$ cat src/rtl/cla_result_buffer.sv
// cla_result_buffer: result-capture stage behind a fixed-latency, non-stalling CLA.
// Issues are tracked through the adder latency by a valid delay line. Each emerging
// {c_out,sum} is pushed into a first-word fall-through FIFO. Credits keep the
// in-flight plus buffered total within DEPTH.
// Optional feature macro: CLA_RESULT_PARITY_EN adds a stored even-parity bit and o_parity.
module cla_result_buffer #(
    parameter int unsigned ADDER_LATENCY = 5,
    parameter int unsigned DEPTH         = 8,
    parameter int unsigned DATA_W        = 16
) (
    input  logic                       i_clk,
    input  logic                       i_rst,
    input  logic                       i_issue_valid,
    output logic                       o_issue_ready,
    input  logic [DATA_W-1:0]          i_sum,
    input  logic                       i_c_out,
    output logic                       o_valid,
    input  logic                       i_ready,
    output logic [DATA_W-1:0]          o_sum,
    output logic                       o_c_out,
    output logic [$clog2(DEPTH):0]     o_count,
`ifdef CLA_RESULT_PARITY_EN
    output logic                       o_parity,
`endif
    output logic                       o_overflow
);

    localparam int unsigned PTR_W = $clog2(DEPTH);
    localparam int unsigned CNT_W = PTR_W + 1;
`ifdef CLA_RESULT_PARITY_EN
    localparam int unsigned ENTRY_W = DATA_W + 2;
`else
    localparam int unsigned ENTRY_W = DATA_W + 1;
`endif

    logic [ADDER_LATENCY-1:0] r_vld_sr;
    logic [ENTRY_W-1:0]       r_mem [DEPTH];
    logic [PTR_W-1:0]         r_wr_ptr;
    logic [PTR_W-1:0]         r_rd_ptr;
    logic [CNT_W-1:0]         r_count;
    logic [ENTRY_W-1:0]       r_last;
    logic                     r_overflow;

    logic                     w_accept;
    logic                     w_cap;
    logic                     w_full;
    logic                     w_pop;
    logic                     w_push;
    logic                     w_drop;
    logic [31:0]              w_inflight;
    logic [ENTRY_W-1:0]       w_entry_in;
    logic [ENTRY_W-1:0]       w_head;
    logic [ENTRY_W-1:0]       w_out;

    assign w_accept = i_issue_valid & o_issue_ready;
    assign w_cap    = r_vld_sr[ADDER_LATENCY-1] & ~i_rst;
    assign w_full   = (r_count == CNT_W'(DEPTH));
    assign o_valid  = (r_count != '0);
    assign w_pop    = o_valid & i_ready;
    // A capture at full is only legal when a pop frees the slot in the same cycle.
    assign w_push   = w_cap & (~w_full | w_pop);
    assign w_drop   = w_cap & w_full & ~w_pop;

`ifdef CLA_RESULT_PARITY_EN
    assign w_entry_in = {^{i_c_out, i_sum}, i_c_out, i_sum};
`else
    assign w_entry_in = {i_c_out, i_sum};
`endif

    // Credit check: outstanding adds plus buffered results must stay below DEPTH.
    always_comb begin
        w_inflight = '0;
        for (int unsigned i = 0; i < ADDER_LATENCY; i++) begin
            w_inflight = w_inflight + 32'(r_vld_sr[i]);
        end
        o_issue_ready = ~i_rst & ((w_inflight + 32'(r_count)) < 32'(DEPTH));
    end

    // Valid delay line tracking accepted issues through the adder latency.
    always_ff @(posedge i_clk) begin
        if (i_rst) begin
            r_vld_sr <= '0;
        end else begin
            for (int unsigned i = 1; i < ADDER_LATENCY; i++) begin
                r_vld_sr[i] <= r_vld_sr[i-1];
            end
            r_vld_sr[0] <= w_accept;
        end
    end

    // FIFO storage write; contents need no reset since occupancy gates visibility.
    always_ff @(posedge i_clk) begin
        if (w_push) begin
            r_mem[r_wr_ptr] <= w_entry_in;
        end
    end

    // FIFO pointers and occupancy; pointers wrap naturally at power-of-2 DEPTH.
    always_ff @(posedge i_clk) begin
        if (i_rst) begin
            r_wr_ptr <= '0;
            r_rd_ptr <= '0;
            r_count  <= '0;
        end else begin
            if (w_push) begin
                r_wr_ptr <= r_wr_ptr + 1'b1;
            end
            if (w_pop) begin
                r_rd_ptr <= r_rd_ptr + 1'b1;
            end
            case ({w_push, w_pop})
                2'b10:   r_count <= r_count + 1'b1;
                2'b01:   r_count <= r_count - 1'b1;
                default: r_count <= r_count;
            endcase
        end
    end

    // Last popped entry, shown on the outputs while the FIFO is empty.
    always_ff @(posedge i_clk) begin
        if (i_rst) begin
            r_last <= '0;
        end else if (w_pop) begin
            r_last <= w_head;
        end
    end

    // Sticky protocol-violation flag: issue without credit, or capture into a full FIFO.
    always_ff @(posedge i_clk) begin
        if (i_rst) begin
            r_overflow <= 1'b0;
        end else if ((i_issue_valid & ~o_issue_ready) | w_drop) begin
            r_overflow <= 1'b1;
        end
    end

    assign w_head     = r_mem[r_rd_ptr];
    assign w_out      = o_valid ? w_head : r_last;
    assign o_sum      = w_out[DATA_W-1:0];
    assign o_c_out    = w_out[DATA_W];
`ifdef CLA_RESULT_PARITY_EN
    assign o_parity   = w_out[DATA_W+1];
`endif
    assign o_count    = r_count;
    assign o_overflow = r_overflow;

endmodule

$ cat config.mk
export PLATFORM = sky130hd
export DESIGN_NAME = cla_result_buffer
export DESIGN_NICKNAME = d
export VERILOG_FILES = /design/src/rtl/cla_result_buffer.sv
export SDC_FILE = /design/constraint.sdc
export NUM_CORES = 1
export LEC_CHECK = 0
export CAP_MARGIN = 20
export CORE_MARGIN = 2
export CORE_UTILIZATION = 59
export DETAILED_ROUTE_END_ITERATION = 6
export PLACE_DENSITY = 0.77
export SLEW_MARGIN = 5
export SYNTH_ARGS = -nofsm -noshare
export SYNTH_HDL_FRONTEND = slang
export SYNTH_SLANG_ARGS = --single-unit
$ cat constraint.sdc
create_clock -name i_clk -period 3.85 [get_ports i_clk]
set_clock_uncertainty 0.1 [all_clocks]
set_input_delay 0.77 -clock i_clk [delete_from_list [all_inputs] [get_ports i_clk]]
set_output_delay 0.77 -clock i_clk [all_outputs]
set_load 0.05 [all_outputs]
* Yosys cells after proc, flatten, opt, wreduce, memory -nomap -nowiden *
Memory sizes are Yosys's and may differ from the RTL's. A register that Yosys moved wholly into a read port is not among the register bits.
Index checks and enable logic that the tools add are counted.

operators by class
  $add $sub $neg = 9
  $lt $le $gt $ge = 1
  equality and inequality tests = 3
  muxes and demuxes = 6
  bitwise gates (word level) = 14
  reduce and logical (&&, ||, !) cells = 2

operator list
  cell                 count
  $mux 17              1
  $and 1x1->1          8
  $pmux 4 s2           1
  $add 3x1->3 const B  2
  $add 5x4->6          1
  $lt 6x4->1 const B   1
  $mux 3               2
  $add 4x1->5          1
  $add 3x1->4          1
  $add 4x1->4 const B  1
  $eq 4x4->1 const B   1
  $not 1->1            4
  $reduce_bool 4->1    1
  $sub 4x1->4 const B  1
  $add 2x1->3          1
  $add 1x1->2          1
  $eq 2x1->1 const B   1
  $eq 2x2->1 const B   1
  $mux 1               2
  $or 1x1->1           2
  $reduce_bool 2->1    1

word-level totals
  flip-flop bits (word level) = 33
  memory bits (writable) = 136
  bits of input ports = 21
  output and inout bits = 24
  logic and storage cells = 42
  memories = 1

memory list
  name   words  bits a word  rd ports  clocked after memory_dff  wr ports  RTL line  source
  r_mem  8      17           1         1                         1         37        logic [ENTRY_W-1:0] r_mem [DEPTH];

* Logic depth before layout (Yosys ltp) *
  depth after elaboration = 10
  gate-level depth with buffers = 10
  gate-level depth less buffers = 10

* Worst setup path after synthesis *
OpenSTA, ideal clock, no wires.

  kind = register -> output
  start point = register r_count[0] (netlist: o_count[0])
  end point = output port o_issue_ready
  arrival = 4.547 ns
  required time = 2.980 ns
  path slack = -1.567 ns
  stages on the path, launching flop included = 9
  path through = dfxtp_1 fa_1 inv_1 fa_1 inv_1 ha_1 nand2_1 o21bai_1 a2111oi_0

between the ends
  word-level cells in the longest chain between the ends = 3

ends and longest elaborated chain
  element                 RTL line  source
  start, declared         40        logic [CNT_W-1:0] r_count;
  start signal, assigned  112       2'b10: r_count <= r_count + 1'b1;
  start signal, assigned  113       2'b01: r_count <= r_count - 1'b1;
  start signal, assigned  114       default: r_count <= r_count;
  $add 5x4->6             76        o_issue_ready = ~i_rst & ((w_inflight + 32'(r_count)) < 32'(DEPTH));
  $lt 6x4->1              76
  $and 1x1->1             76
  end, declared           14        output logic o_issue_ready,

Every way passes these cells.

==> summary.txt <==
=========================================================================================
Number of synthesis warnings                                                            0
Die Span X                                                                       112.6 um
Number of buffers created by CTS                                                       17
# IOs                                                                                  45
Setup CP Type                                                                register to output pin
Crit path arrival time                                                            2.85 ns
Total of fill cells in the finished design                                            700
Cells taking the most area after synthesis                                   sky130_fd_sc_hd__edfxtp_1 59%, sky130_fd_sc_hd__dfxtp_1 10%, sky130_fd_sc_hd__mux4_1 6.8%
Largest net degree at the start of global routing                                      40
Placeable Area                                                                 11470 um^2
Final hold violations                                                                   0
Crit path max fanout                                                                   12
Final net count                                                                       489
Endpoint required time on the critical path                                       2.98 ns
Max-Cap Viols                                                                           0
FMAX                                                                            268.5 MHz
Floorplan die area                                                             12680 um^2
Latest clock arrival within the worst-skew pair                                   0.42 ns
Drc violations                                                                          0
Final critical delay including setup and external delays                         3.725 ns
VDD IR max                                                                      0.5020 mV
Wirelength per Cell                                                              20.82 um
Count of endpoints failing setup in the final report                                    0
Unrepaired setup endpoints after global routing                                        no
EDFF count, synth                                                                     136
Post-DP HPWL                                                                      7472 um
Syn Area/Cell                                                                  17.53 um^2
Slack of the worst reg-to-reg path                                                0.76 ns
Initial core utilization                                                           60.69%
Hold_buf cts                                                                            0
Start of the worst register-to-register path                                   o_count[3]
Rows                                                                                   39
GRT Resource Usage Total                                                           21.08%
Critical path launch point type                                                  register
Routed vias                                                                          3594
Portion of the clock cycle consumed by the worst path in the final layout          96.75%
Antenna violations before repair                                                        0
First-iteration detailed-routing DRC count                                            331
Proportion of register bits with asynchronous set or reset after synthesis             0%
Power density over the cells                                                 479.9 nW/um^2
First-pass GRT wire length                                                       19370 um
Cell area after synthesis                                                       6959 um^2
Cells after synthesis                                                                 397
Most area-hungry cell type in the Yosys netlist                              sky130_fd_sc_hd__edfxtp_1
Routability congestion estimate                                                    0.7975
DIE HEIGHT                                                                       112.6 um
Transition time of the tightest slew-check pin                                  0.9611 ns
DRT Pass-1 Iters                                                                        4
Area fraction of the dominant cell type after synthesis                            58.68%
Fraction of the yosys area taken by sequential cells                               69.04%
Final antenna-violating net count                                                       0
Total of buffers placed on input and output ports                                      44
Ratio of cells with drive above 1 in the final layout                              19.57%
Worst slew margin relative to its limit                                            35.93%
Count of pins over their slew limit                                                     0
Longest Clk Path Bufs                                                                   2
Startpoint of the tightest hold check path                                     r_last[12]
Via count of the first global-routing pass                                           3490
CTS resizes                                                                             0
Element type at the critical path end                                          output pin
Flip-flop cell with the highest count after synthesis                        sky130_fd_sc_hd__edfxtp_1
Vias per Instance                                                                   5.863
CTS sink cnt                                                                          172
Synthesis-to-layout area growth                                                    17.76%
Setup bufs post-CTS                                                                     0
Tightest hold margin                                                            0.3550 ns
Yosys reg bits                                                                        172
CTS tree                                                                            built
Count of different cell masters after synthesis                                        45
Outcome                                                                      finished clean
CTS clock-pin slew for the worst setup and hold paths                             0.06 ns
Buffer type at the clock tree root                                           sky130_fd_sc_hd__clkbuf_16
Gr ovfl total                                                                           0
Post-Syn Nets                                                                         429
Antenna fix cells                                                                       0
Worst min path class                                                         register to register
Final TNS setup                                                                      0 ns
Wire length after detailed routing                                               12760 um
H-tree Lvls                                                                             4
Leakage power of the design                                                   0.002767 uW
=========================================================================================
layout make-up:
class | instances | area, um^2 | share of cell area, %
clock buffer | 23 | 478.0 | 5.832
multi-input combinational | 196 | 1949 | 23.79
sequential | 172 | 4807 | 58.66
timing repair buffer | 61 | 588.1 | 7.176
clock inverter | 9 | 160.2 | 1.954
tap | 143 | 178.9 | 2.183
inverter | 9 | 33.78 | 0.4122
routing by layer:
layer	routed length (um)	part of all wire [%]	global-route usage, %
met5	0	0	0
met4	167	1.3	7.073
met3	601	4.7	5.346
met2	6298	49	33.37
met1	5697	45	29.13
worst paths after layout:
| check | to | cells past startpoint |
|---|---|---|
| setup / recovery | o_sum[11] | 5 |
| setup reg to reg | o_count[3] | 9 |
| hold reg to reg | r_last[12] | 2 |
| hold / removal | r_last[12] | 2 |
kinds of logic (layout without fill, tap and decap cells):
kind of cell	Yosys count	after routing	synth area share, %
muxes	52	52	14.56
adders and majority gates	11	11	2.301
and+or+nand+nor	80	80	5.304
AOI/OAI and AO/OA	47	47	4.423
xor gates and xnor gates	6	6	0.7551
DFF	172	172	69.04
buffers and inverters	29	102	3.614
synth_stat cells (all sizes together), types with 2 or more instances:
cell type / instances
edfxtp: 136
buf: 13
dfxtp: 36
o21ai: 18
or2: 3
or4: 2
inv: 9
fa: 3
mux4: 34
ha: 8
clkbuf: 7
xor2: 5
a21oi: 24
mux2i: 18
nor2b: 3
nor3: 4
nand2: 22
nor2: 35
nand3: 3
sequential cells by signal, summed over array words and instances (netlist names), named ones only:
signal and cells:
o_overflow 1, r_last 17, r_rd_ptr 3, r_wr_ptr 3, o_count 4, r_mem 136, r_vld_sr 5
per-stage QoR:
stage                     std cells  instance area (um^2)  total power, uW  setup WS (ns)  utilization [%]
after floorplan                 397                  6978             2109         0.2290                -
after global placement          581                  7548             2165         0.4622            65.83
after detailed placement        581                  7548             2169         0.3846            65.83
after CTS                       613                  8187             3962        0.03900            71.39
after global routing            613                  8195             4053       0.006073            71.47
final                           613                  8195             3933         0.1253            71.47
placed cells by master, fill, tap and decap left out, types with 2 or more instances in the layout:
cell type,n
sky130_fd_sc_hd__inv_1,9
sky130_fd_sc_hd__nand2_1,21
sky130_fd_sc_hd__mux4_2,16
sky130_fd_sc_hd__clkbuf_16,17
sky130_fd_sc_hd__or2_2,2
sky130_fd_sc_hd__dfxtp_1,34
sky130_fd_sc_hd__a21oi_1,23
sky130_fd_sc_hd__nor3_2,3
sky130_fd_sc_hd__mux4_1,18
sky130_fd_sc_hd__nand3_1,3
sky130_fd_sc_hd__bufinv_16,4
sky130_fd_sc_hd__mux2i_1,18
sky130_fd_sc_hd__dfxtp_2,2
sky130_fd_sc_hd__o21ai_2,10
sky130_fd_sc_hd__o21ai_0,7
sky130_fd_sc_hd__clkbuf_8,3
sky130_fd_sc_hd__edfxtp_1,136
sky130_fd_sc_hd__buf_12,2
sky130_fd_sc_hd__nor2_1,35
sky130_fd_sc_hd__fa_1,3
sky130_fd_sc_hd__buf_4,20
sky130_fd_sc_hd__ha_1,8
sky130_fd_sc_hd__clkbuf_1,3
sky130_fd_sc_hd__clkdlybuf4s50_1,36
sky130_fd_sc_hd__nor2b_1,3
sky130_fd_sc_hd__xor2_1,5
sky130_fd_sc_hd__dlymetal6s2s_1,3
sky130_fd_sc_hd__clkinv_4,3
critical path, cell delays in order (launching register included):
cell	delay (ns)
sky130_fd_sc_hd__dfxtp_2	0.46
sky130_fd_sc_hd__buf_4	0.30
sky130_fd_sc_hd__mux4_1	0.57
sky130_fd_sc_hd__mux2i_1	0.26
sky130_fd_sc_hd__a21oi_1	0.11
sky130_fd_sc_hd__clkdlybuf4s50_1	0.73
report_power, final:
group | internal, uW | total, uW | switching, uW
Clock | 1140 | 1800 | 662
Combinational | 44.7 | 120 | 75.2
Sequential | 2010 | 2010 | 3.30
Note: power is estimated with default switching activity, not from simulation.
